--- src/rtl/image_roi_crop_pkg.sv ---
// Shared types for image_roi_crop: the FSM state encoding and the pixel type.
package image_roi_crop_pkg;

  localparam int PIXEL_W = 8;

  typedef logic [PIXEL_W-1:0] pixel_t;

  typedef enum logic [1:0] {
    S_WAIT  = 2'd0,
    S_IDLE  = 2'd1,
    S_FRAME = 2'd2
  } state_e;

endpackage

--- src/rtl/image_roi_crop.sv ---
// Crops a fixed region of interest out of a vsync/href pixel stream with a 1-cycle latency.
// Define IMAGE_ROI_CROP_FRAME_CHECK_EN to build the frame_err geometry checker.
//
// state   | meaning
// S_WAIT  | out of reset, a frame may be in progress; wait for vsync low
// S_IDLE  | between frames; wait for a vsync rising edge
// S_FRAME | frame active; columns and rows are counted
module image_roi_crop
  import image_roi_crop_pkg::*;
#(
  parameter int C_IMG_WIDTH  = 1024,
  parameter int C_IMG_HEIGHT = 768,
  parameter int C_ROI_X      = 0,
  parameter int C_ROI_Y      = 0,
  parameter int C_ROI_WIDTH  = 640,
  parameter int C_ROI_HEIGHT = 480
) (
  input  logic               clk,
  input  logic               rst,
  input  logic               per_img_vsync,
  input  logic               per_img_href,
  input  logic [PIXEL_W-1:0] per_img_gray,
  output logic               post_img_vsync,
  output logic               post_img_href,
  output logic [PIXEL_W-1:0] post_img_gray,
  output logic               frame_err
);

  if (C_ROI_X < 0 || C_ROI_Y < 0 || C_ROI_WIDTH < 1 || C_ROI_HEIGHT < 1 ||
      C_ROI_X + C_ROI_WIDTH > C_IMG_WIDTH ||
      C_ROI_Y + C_ROI_HEIGHT > C_IMG_HEIGHT) begin : g_roi_check
    $error("image_roi_crop: ROI does not lie inside the input frame");
  end

  localparam int CW = $clog2(C_IMG_WIDTH + 1);
  localparam int RW = $clog2(C_IMG_HEIGHT + 1);

  localparam logic [CW-1:0] L_COL_MAX = CW'(C_IMG_WIDTH);
  localparam logic [RW-1:0] L_ROW_MAX = RW'(C_IMG_HEIGHT);
  localparam logic [CW-1:0] L_X_LO    = CW'(C_ROI_X);
  localparam logic [CW-1:0] L_X_LEN   = CW'(C_ROI_WIDTH);
  localparam logic [RW-1:0] L_Y_LO    = RW'(C_ROI_Y);
  localparam logic [RW-1:0] L_Y_LEN   = RW'(C_ROI_HEIGHT);

  state_e        r_state;
  state_e        w_state_nxt;
  logic          r_vsync_d;
  logic          r_href_d;
  logic [CW-1:0] r_col_cnt;
  logic [RW-1:0] r_row_cnt;
  logic          r_post_vsync;
  logic          r_post_href;
  pixel_t        r_post_gray;

  logic          w_enter;
  logic          w_active;
  logic          w_href_fall;
  logic [CW-1:0] w_col_cur;
  logic [RW-1:0] w_row_cur;
  logic [CW-1:0] w_col_nxt;
  logic [RW-1:0] w_row_nxt;
  logic [CW-1:0] w_col_off;
  logic [RW-1:0] w_row_off;
  logic          w_in_roi;
  logic          w_pix_vld;

  always_comb begin
    w_state_nxt = r_state;
    unique case (r_state)
      S_WAIT:  if (!per_img_vsync) w_state_nxt = S_IDLE;
      S_IDLE:  if (per_img_vsync && !r_vsync_d) w_state_nxt = S_FRAME;
      S_FRAME: if (!per_img_vsync) w_state_nxt = S_IDLE;
      default: w_state_nxt = S_WAIT;
    endcase
  end

  // The vsync-rise cycle already belongs to the frame, so a pixel there is column 0, row 0.
  assign w_enter     = (r_state != S_FRAME) && (w_state_nxt == S_FRAME);
  assign w_active    = (w_state_nxt == S_FRAME);
  assign w_href_fall = r_href_d && !per_img_href && !w_enter;
  assign w_col_cur   = w_enter ? '0 : r_col_cnt;
  assign w_row_cur   = w_enter ? '0 : r_row_cnt;

  always_comb begin
    w_col_nxt = w_col_cur;
    w_row_nxt = w_row_cur;
    if (per_img_href) begin
      if (w_col_cur != L_COL_MAX) w_col_nxt = w_col_cur + 1'b1;
    end else if (w_href_fall) begin
      w_col_nxt = '0;
      if (w_row_cur != L_ROW_MAX) w_row_nxt = w_row_cur + 1'b1;
    end
  end

  // Offset compare: counts below the origin wrap to values larger than the ROI size.
  assign w_col_off = w_col_cur - L_X_LO;
  assign w_row_off = w_row_cur - L_Y_LO;
  assign w_in_roi  = (w_col_off < L_X_LEN) && (w_row_off < L_Y_LEN);
  assign w_pix_vld = per_img_href && w_in_roi && w_active;

  always_ff @(posedge clk) begin
    if (rst) begin
      r_state      <= S_WAIT;
      r_vsync_d    <= 1'b0;
      r_href_d     <= 1'b0;
      r_col_cnt    <= '0;
      r_row_cnt    <= '0;
      r_post_vsync <= 1'b0;
      r_post_href  <= 1'b0;
      r_post_gray  <= '0;
    end else begin
      r_state      <= w_state_nxt;
      r_vsync_d    <= per_img_vsync;
      r_href_d     <= per_img_href;
      r_col_cnt    <= w_active ? w_col_nxt : '0;
      r_row_cnt    <= w_active ? w_row_nxt : '0;
      r_post_vsync <= per_img_vsync && (r_state != S_WAIT);
      r_post_href  <= w_pix_vld;
      r_post_gray  <= w_pix_vld ? per_img_gray : '0;
    end
  end

  assign post_img_vsync = r_post_vsync;
  assign post_img_href  = r_post_href;
  assign post_img_gray  = r_post_gray;

`ifdef IMAGE_ROI_CROP_FRAME_CHECK_EN
  logic r_line_err;
  logic r_frame_err;
  logic w_in_frame;
  logic w_line_bad;
  logic w_frame_end;

  // Over-long lines and extra lines saturate the counters, so activity at saturation is an error too.
  assign w_in_frame  = (r_state == S_FRAME) || w_enter;
  assign w_line_bad  = w_in_frame &&
                       ((w_href_fall && (w_col_cur != L_COL_MAX)) ||
                        (per_img_href && (w_col_cur == L_COL_MAX)) ||
                        (w_href_fall && (w_row_cur == L_ROW_MAX)));
  assign w_frame_end = (r_state == S_FRAME) && (w_state_nxt == S_IDLE);

  always_ff @(posedge clk) begin
    if (rst) begin
      r_line_err  <= 1'b0;
      r_frame_err <= 1'b0;
    end else begin
      r_line_err  <= w_active ? ((w_enter ? 1'b0 : r_line_err) || w_line_bad) : 1'b0;
      r_frame_err <= w_frame_end &&
                     (r_line_err || w_line_bad || (w_row_nxt != L_ROW_MAX));
    end
  end

  assign frame_err = r_frame_err;
`else
  assign frame_err = 1'b0;
`endif

endmodule

--- config.mk ---
export PLATFORM = sky130hd
export DESIGN_NAME = image_roi_crop
export DESIGN_NICKNAME = d
export VERILOG_FILES = /design/src/rtl/image_roi_crop_pkg.sv /design/src/rtl/image_roi_crop.sv
export SDC_FILE = /design/constraint.sdc
export NUM_CORES = 1
export LEC_CHECK = 0
export CAP_MARGIN = 30
export CORE_MARGIN = 4
export CORE_UTILIZATION = 45
export DETAILED_ROUTE_END_ITERATION = 8
export PLACE_DENSITY = 0.72
export SLEW_MARGIN = 5
export SYNTH_ARGS = -nofsm -noshare
export SYNTH_HDL_FRONTEND = slang
export SYNTH_SLANG_ARGS = --single-unit
--- constraint.sdc ---
create_clock -name clk -period 5.45 [get_ports clk]
set_clock_uncertainty 0.05 [all_clocks]
set_input_delay 1.635 -clock clk [delete_from_list [all_inputs] [get_ports clk]]
set_output_delay 1.635 -clock clk [all_outputs]
set_load 0.01 [all_outputs]
==> results of run 1 <==
cell type report:
class                   instances  area, um^2
repair buffers                 21         210
multi-input cells             126         831
clock buffers                   6        51.3
flip-flops and latches         35         701
inverters                       7        26.3
fillers                       305        1500
well taps                      46        57.6
clock inverters                 2        35.0
sequential cells by signal, indices dropped and copies added, names as in the netlist:
| signal | cells |
|---|---|
| r_col_cnt | 11 |
| r_row_cnt | 10 |
| post_img_gray | 8 |
| r_state | 2 |
| post_img_href | 1 |
| post_img_vsync | 1 |
| r_href_d | 1 |
| r_vsync_d | 1 |
per-stage QoR:
stage	cell area, um^2	setup slack [ns]	utilization, %	std cells
6_report	1910	1.90	56.0	243
5_1_grt	1910	1.66	56.0	243
4_1_cts	1910	1.93	56.0	243
3_5_place_dp	1830	1.56	53.4	235
3_3_place_gp	1830	1.71	53.4	235
2_1_floorplan	1620	2.32	-	175
worst max-delay path: stages:
cell and delay, ns:
clkdlybuf4s50_1 0.46, nand4bb_1 0.25, and2_1 0.22, ha_1 0.21, nand3_1 0.24, nor4_4 0.34
o22ai_1 0.12, a311oi_1 0.27
cell usage after synthesis, drive strengths merged:
cell / n
dfxtp: 35
nor2: 16
nand2: 14
nand3: 11
and2: 10
a21oi: 7
inv: 7
xnor2: 7
buf: 5
nor4: 5
nand4: 4
o21ai: 4
or4: 4
a31oi: 3
mux2i: 3
nand2b: 3
nor3b: 3
a22oi: 2
clkbuf: 2
ha: 2
nor2b: 2
nor3: 2
nor4b: 2
o211ai: 2
o311ai: 2
or3: 2
xor2: 2
a221oi: 1
a311o: 1
a311oi: 1
a41o: 1
and2b: 1
and4b: 1
and4bb: 1
conb: 1
mux2: 1
nand3b: 1
nand4b: 1
nand4bb: 1
o2111ai: 1
o22ai: 1
cells by family (layout without fill, tap and decap cells):
family / Yosys count / after routing / synth area share [%]
buffers and inverters: 14 / 36 / 5.34
AO/OA/AOI/OAI: 26 / 26 / 11.0
multiplexers: 4 / 4 / 2.55
AND/OR/NAND/NOR: 84 / 84 / 31.2
other: 1 / 1 / 0.232
adder cells (fa/ha/maj): 2 / 2 / 1.55
flip-flops: 35 / 35 / 43.3
XOR/XNOR: 9 / 9 / 4.87
layer usage:
layer | share of wire [%] | up-vias
met5 | 0 | -
met4 | 2.1 | 0
met3 | 4.7 | 8
met2 | 48 | 29
met1 | 45 | 618
li1 | - | 669
worst paths after layout:
check           startpoint            end  slack (ns)
max reg2reg     r_state[1]  r_col_cnt[10]        3.20
min           r_row_cnt[9]   r_row_cnt[9]        0.47
min reg2reg   r_row_cnt[9]   r_row_cnt[9]        0.47
max          per_img_vsync  r_col_cnt[10]        1.90
report_power, final:
group / internal, W / switching, W / total, W
Clock: 0.000108 / 0.0000876 / 0.000196
Combinational: 0.0000132 / 0.0000114 / 0.0000246
Sequential: 0.000258 / 0.00000271 / 0.000261
Total: 0.000380 / 0.000102 / 0.000482
==> results.ini, run 1 <==
[run_status]
outcome = complete, no violations

[grt]
grt_antenna_before_repair = 0
global_route.usage.met3_pct = 5.42
gr-max-usage-layer = met2
grt_remaining_overflow = 0
grt_pass1_vias = 1323
global_route.usage.total_pct = 16.8
grtUsageMet2_pct = 25.8
met1_use_gr_pct = 20.0
grt_first_pass_wirelength_um = 5790
grt_start_max_net_pins = 20

[finish]
layout.cells.most_common = dfxtp_1
layout_common_cells = dfxtp_1, clkdlybuf4s50_1, nor2_1, nand2_1, nand3_1
layout.nets = 210
layout-area-overhead-vs-synth_pct = 18.2
drive_gt1_share_pct = 7.11
antenna_cells = 0

[critical_path]
timing.critical_path.from_type = input pin
crit_arrival_ns = 3.76
worst_r2r_path_depth = 7
timing_worst_setup_path_type = input pin to flop
worstPathRequired_ns = 5.66
critical_path.max_fanout = 7
cp-end-kind = flop

[clock_tree]
clock-root-buffer = clkbuf_4
postCtsHoldBufs = 0
ctsHtreeMaxLevel = 2
clock_tree_from_tritoncts = yes
cts_made_buffers = 5
worst_skew_pair_later_pin_latency_ns = 0.34
path_clk_slew_ns = 0.11
cts-root-to-sink-buffers = 2
cts_repair_resize_count = 0
post_cts.repair.setup_buffers = 0
clock_sink_count = 35

[hold_path]
worst_hold_path_type = flop to flop
hold_depth = 2

[die]
die_area_um2 = 4620
std_cell_rows = 21
die_height_um = 68.0
io_pins = 23
initial_core_util_pct = 47.4
die-width_um = 68.0
design.core.area_um2 = 3420

[place]
port_buffers = 21
gp_routability_congestion = 0.892
dp_hpwl_um = 2490

[sta]
worst_relative_slew_slack_pct = 57.6
setup_viol = 0
clock.fmax_ghz = 0.282
hold-worst-slack_ns = 0.465
rsz0062_at_grt = false
timing.final.hold_violations = 0
slew_worst_pin_ns = 0.633
timing.final.crit_share_pct = 65.2
min_period_ns = 3.55
fin_setup_tns_ns = 0
slew_viol_final = 0

[synthesis]
synth_sequential_area_ratio_pct = 43.3
post_synth.cell_area_avg_um2 = 9.24
yosysWarnings = 0
synth.lib_cells_used.distinct = 45
synthesis.nets = 189
yosys.area.top_type_share_pct = 43.3
syn_inst = 175
yosys_top_cell_by_area = dfxtp_1
total_standard_cell_area_after_synthesis_um2 = 1620
yosys-top-cells-area = dfxtp_1, and2_1, xnor2_1
postSynthRegisterBits = 35

[routing]
routed_via_density = 5.45
post_drt_wl_per_cell_um = 14.0
routed-via-count = 1324
detail_route.drc_violations = 0
totalWireLength_um = 3400
detail_route.first_pass.iterations = 4
drtIter0Drc = 86
drt.antenna.violating_nets = 0

[power_and_ir_drop]
totalPowerFinal_w = 0.000482
power.density_cell_area_nw_per_um2 = 252
p_leak_nw = 0.633
max-vdd-ir-drop_v = 0.000173

[job]
max_cap_violations = 0

(Power assumes the default switching activity.)
==> run 2: changes to the inputs <==
- clock period: 5.45 -> 3.57 ns (I/O delays scaled with it)
==> results.ini, run 2 (synthesis results as in run 1) <==
[run_status]
outcome = complete, no violations

[clock_tree]
post_cts.repair.setup_buffers = 0
postCtsHoldBufs = 0
worst_skew_pair_later_pin_latency_ns = 0.36
clock-root-buffer = clkbuf_4
cts-root-to-sink-buffers = 2
clock_tree_from_tritoncts = yes
cts_made_buffers = 5
ctsHtreeMaxLevel = 2
path_clk_slew_ns = 0.11
cts_repair_resize_count = 0
clock_sink_count = 35

[critical_path]
critical_path.max_fanout = 7
timing.critical_path.from_type = input pin
cp_slowest_stage_delay_ns = 0.46
worstPathRequired_ns = 3.78
path_cells = clkdlybuf4s50_1, nand4bb_1, and2_1, ha_1, nand3_1, nor4_4, o22ai_1, a311oi_1
worstPathBufferInverterCount = 1
cp-end-kind = flop
cp_top_family = simple AND/OR/NAND/NOR gates
timing_worst_setup_path_type = input pin to flop
slowest_stage = clkdlybuf4s50_1
crit_arrival_ns = 3.19

[sta]
min_period_ns = 2.98
slew_viol_final = 0
timing.final.crit_share_pct = 83.3
setup_viol = 0
timing.final.hold_violations = 0
rsz0062_at_grt = false
worst_relative_slew_slack_pct = 65.1
fin_setup_tns_ns = 0
fin_ws_ns = 0.595
slew_worst_pin_ns = 0.523
clock.fmax_ghz = 0.336

[die]
die_height_um = 68.0
design.core.area_um2 = 3420
io_pins = 23
initial_core_util_pct = 47.4
std_cell_rows = 21
die_area_um2 = 4620
die-width_um = 68.0

[finish]
layout.nets = 211
largest_register_ff_count = 11
nFillCells = 321
layout_common_cells = dfxtp_1, clkdlybuf4s50_1, nor2_1, nand2_1, nand3_1
drive_gt1_share_pct = 7.58
regMostFlops = r_col_cnt
layout.cells.most_common = dfxtp_1
antenna_cells = 0
layout-area-overhead-vs-synth_pct = 16.9

[routing]
totalWireLength_um = 3400
met3RoutedLength_um = 126
drtIter0Drc = 85
detail_route.drc_violations = 0
routed-via-count = 1320
drt.antenna.violating_nets = 0
post_drt_wl_per_cell_um = 13.9
met2_wirelength_um = 1700
routed_via_density = 5.41
met1Wirelength_um = 1510
detail_route.first_pass.iterations = 4
top_signal_layer_used = met4

[power_and_ir_drop]
max-vdd-ir-drop_v = 0.000250
p_leak_nw = 0.617
power.density_cell_area_nw_per_um2 = 345
power.share.sequential_pct = 61.0
comb_power_share_pct = 5.9
p_int_w = 0.000490
switching_share_pct = 24.9
p_sw_w = 0.000163
power_share_of_the_clock_group_pct = 33.1

[grt]
grt_start_max_net_pins = 16
grt_antenna_before_repair = 0
grt_first_pass_wirelength_um = 5870
grt_pass1_vias = 1269
global_route.usage.total_pct = 17.4
grt_remaining_overflow = 0

[hold_path]
worst_hold_path_type = flop to flop

[job]
max_cap_violations = 0

[place]
preCtsSetupSlack_ns = 0.224
gp_routability_congestion = 0.894
port_buffers = 21
dp_hpwl_um = 2500

==> run 2: changes by cell type in the layout (fill, tap and decap cells not counted), sizes merged <==
cell | before | now
buf | 0 | 1
clkinvlp | 0 | 2
bufinv | 1 | 0
clkbuf | 6 | 5
==> run 2: worst paths after layout <==
check | depth (start not counted) | to | slack [ns] | start
max | 8 | r_col_cnt[10] | 0.59 | per_img_vsync
min | 2 | r_row_cnt[9] | 0.45 | r_row_cnt[9]
max reg2reg | 7 | r_col_cnt[10] | 1.32 | r_state[1]
min reg2reg | 2 | r_row_cnt[9] | 0.45 | r_row_cnt[9]
==> run 2: cell type report <==
type | instances | area, um^2 | share of cell area (%)
Clock inverter | 3 | 20.0 | 1.06
Tap cell | 46 | 57.6 | 3.04
Clock buffer | 5 | 37.5 | 1.99
Multi-Input combinational cell | 126 | 831 | 43.9
Sequential cell | 35 | 701 | 37.1
Inverter | 7 | 26.3 | 1.39
Timing Repair Buffer | 22 | 218 | 11.5
==> run 2: power by group through the flow <==
stage | logic, W | registers (W) | clock network (W)
floorplan | 0.0000212 | 0.000407 | 0
global placement | 0.0000372 | 0.000407 | 0
detailed placement | 0.0000385 | 0.000407 | 0
CTS | 0.0000386 | 0.000399 | 0.000220
global route | 0.0000420 | 0.000400 | 0.000241
finish | 0.0000385 | 0.000399 | 0.000216
==> run 2: stage by stage <==
| stage | std cells | area (um^2) | power, W | hold slack (ns) | util, % |
|---|---|---|---|---|---|
| 2_1_floorplan | 175 | 1620 | 0.000428 | 0.413 | - |
| 3_3_place_gp | 236 | 1830 | 0.000444 | 0.427 | 53.7 |
| 3_5_place_dp | 236 | 1830 | 0.000446 | 0.438 | 53.7 |
| 4_1_cts | 244 | 1890 | 0.000657 | 0.454 | 55.3 |
| 5_1_grt | 244 | 1890 | 0.000683 | 0.490 | 55.3 |
| 6_report | 244 | 1890 | 0.000653 | 0.450 | 55.3 |
==> run 2: metal layers <==
metal | GRT usage [%] | vias to the layer above
met1 | 19.3 | 615
met3 | 6.40 | 6
met5 | 0 | -
li1 | - | 673
met4 | 7.44 | 0
met2 | 29.5 | 26
==> run 2: worst min-delay path, cell delays in order, from the launching register on <==
cell and delay [ns]:
dfxtp_1 0.34, nand3_1 0.07, mux2i_1 0.06
==> run 3: changes to the inputs <==
- PLACE_DENSITY: 0.72 -> 0.74
- clock period: 3.57 -> 2.5 ns (I/O delays scaled with it)
==> results.ini, run 3 (synthesis results as in run 1) <==
[run_status]
outcome = complete, no violations

[hold_path]
worst_hold_path.endpoint = r_row_cnt[9]
hold_depth = 2
timing.hold.worst.start = r_row_cnt[9]
worst_hold_path_type = flop to flop

[power_and_ir_drop]
p_leak_nw = 0.674
totalPowerFinal_w = 0.000920
p_int_w = 0.000704
power.share.sequential_pct = 61.8
switching_share_pct = 23.5
comb_power_share_pct = 6.8
max-vdd-ir-drop_v = 0.000401
power.density_cell_area_nw_per_um2 = 468
p_sw_w = 0.000216
power_share_of_the_clock_group_pct = 31.4

[critical_path]
worst_r2r_endpoint = r_col_cnt[6]
critical_path.max_fanout = 3
timing_worst_setup_path_type = input pin to flop
critPathLaunch = per_img_vsync
worst-r2r-setup-slack_ns = 0.57
worstPathRequired_ns = 2.72
cp_slowest_stage_delay_ns = 0.50
timing.critical_path.from_type = input pin
crit_arrival_ns = 2.54
worst_r2r_startpoint = r_state[1]
slowest_stage = or4_1
worst_r2r_path_depth = 8
path_cells = clkdlybuf4s50_1, nand4bb_1, buf_4, nand2_1, inv_1, ha_1, nand3_1, or4_1, a21oi_1
cp-end-kind = flop

[routing]
totalWireLength_um = 3450
detail_route.first_pass.iterations = 4
routed-via-count = 1401
routed_via_density = 5.52
drtIter0Drc = 45
post_drt_wl_per_cell_um = 13.6
drt.antenna.violating_nets = 0
detail_route.drc_violations = 0

[finish]
antenna_cells = 0
drive_gt1_share_pct = 12.5
postLayoutCellArea_um2 = 1970
layout.cells.most_common = dfxtp_1
regMostFlops = r_col_cnt
post-route-util_pct = 57.6
layout_common_cells = dfxtp_1, clkdlybuf4s50_1, nor2_1, nand2_1
largest_register_ff_count = 11
layout.nets = 221
layout-area-overhead-vs-synth_pct = 21.6

[place]
port_buffers = 21
preCtsSetupSlack_ns = -0.356
dp_hpwl_um = 2530
post_dp_area_um2 = 1890
gp_routability_congestion = 0.890

[sta]
slew_viol_final = 0
setup_viol = 0
clock.fmax_ghz = 0.431
fin_ws_ns = 0.182
hold-worst-slack_ns = 0.463
rsz0062_at_grt = false
timing.final.crit_share_pct = 92.7
min_period_ns = 2.32
timing.final.hold_violations = 0

[die]
die_area_um2 = 4620
die_height_um = 68.0
io_pins = 23
std_cell_rows = 21
initial_core_util_pct = 47.4
die-width_um = 68.0
design.core.area_um2 = 3420

[grt]
grt_antenna_before_repair = 0
grt_first_pass_wirelength_um = 5930
grt_remaining_overflow = 0
global_route.usage.total_pct = 16.9
grt_pass1_vias = 1368
grt_start_max_net_pins = 12

[clock_tree]
clock-root-buffer = clkbuf_4
cts-root-to-sink-buffers = 2
path_clk_slew_ns = 0.10
clock_tree_from_tritoncts = yes
cts_made_buffers = 5
postCtsHoldBufs = 0
clock_sink_count = 35
ctsHtreeMaxLevel = 2
worst_skew_pair_later_pin_latency_ns = 0.34

[job]
max_cap_violations = 0

[run 3: worst max-delay path by stage]
stage	end	slack (ns)	cells past startpoint
final	r_col_cnt[6]	0.18	9
after global placement	r_col_cnt[1]	-0.22	9
after floorplan	r_col_cnt[10]	0.26	7
after CTS	r_col_cnt[10]	0.11	10
after global routing	r_col_cnt[2]	0.04	9
after detailed placement	r_col_cnt[2]	-0.36	9
[run 3: stage by stage]
step | cells | TNS [ns]
finish | 254 | 0
detailed placement | 244 | -2.68
global placement | 244 | -1.33
floorplan | 175 | 0
global route | 254 | 0
CTS | 254 | 0
[run 3: cell type report]
cell class | count | area, um^2
multi-input combinational | 126 | 837
sequential | 35 | 701
clock buffer | 5 | 37.5
fill | 298 | 1450
timing repair buffer | 32 | 293
tap | 46 | 57.6
clock inverter | 3 | 15.0
inverter | 7 | 26.3
[run 3: per-layer routing]
layer	vias up	GRT usage (%)	routed length, um
met1	660	20.4	1550
met4	0	8.93	89
li1	694	-	-
met2	35	27.6	1660
met3	12	4.11	140
met5	-	0	0
[run 3: power groups by stage]
stage | Sequential, W | Clock (W) | Combinational [W]
3_3_place_gp | 0.000581 | 0 | 0.0000583
3_5_place_dp | 0.000582 | 0 | 0.0000598
4_1_cts | 0.000569 | 0.000300 | 0.0000621
5_1_grt | 0.000570 | 0.000317 | 0.0000685
2_1_floorplan | 0.000581 | 0 | 0.0000303
6_report | 0.000569 | 0.000288 | 0.0000626
[run 3: timing repair]
item	in CTS	in global routing
setup buffers	2	0
pin swaps	0	3
setup endpoints to repair	1	4
resized for setup	0	1
hold endpoints to repair	0	0
[run 3: critical path: cells and delay by family]
kind | cells | cell delay [ns]
AO/OA/AOI/OAI | 1 | 0.16
AND/OR/NAND/NOR | 4 | 0.84
buffers and inverters | 3 | 0.61
adder cells (fa/ha/maj) | 1 | 0.16
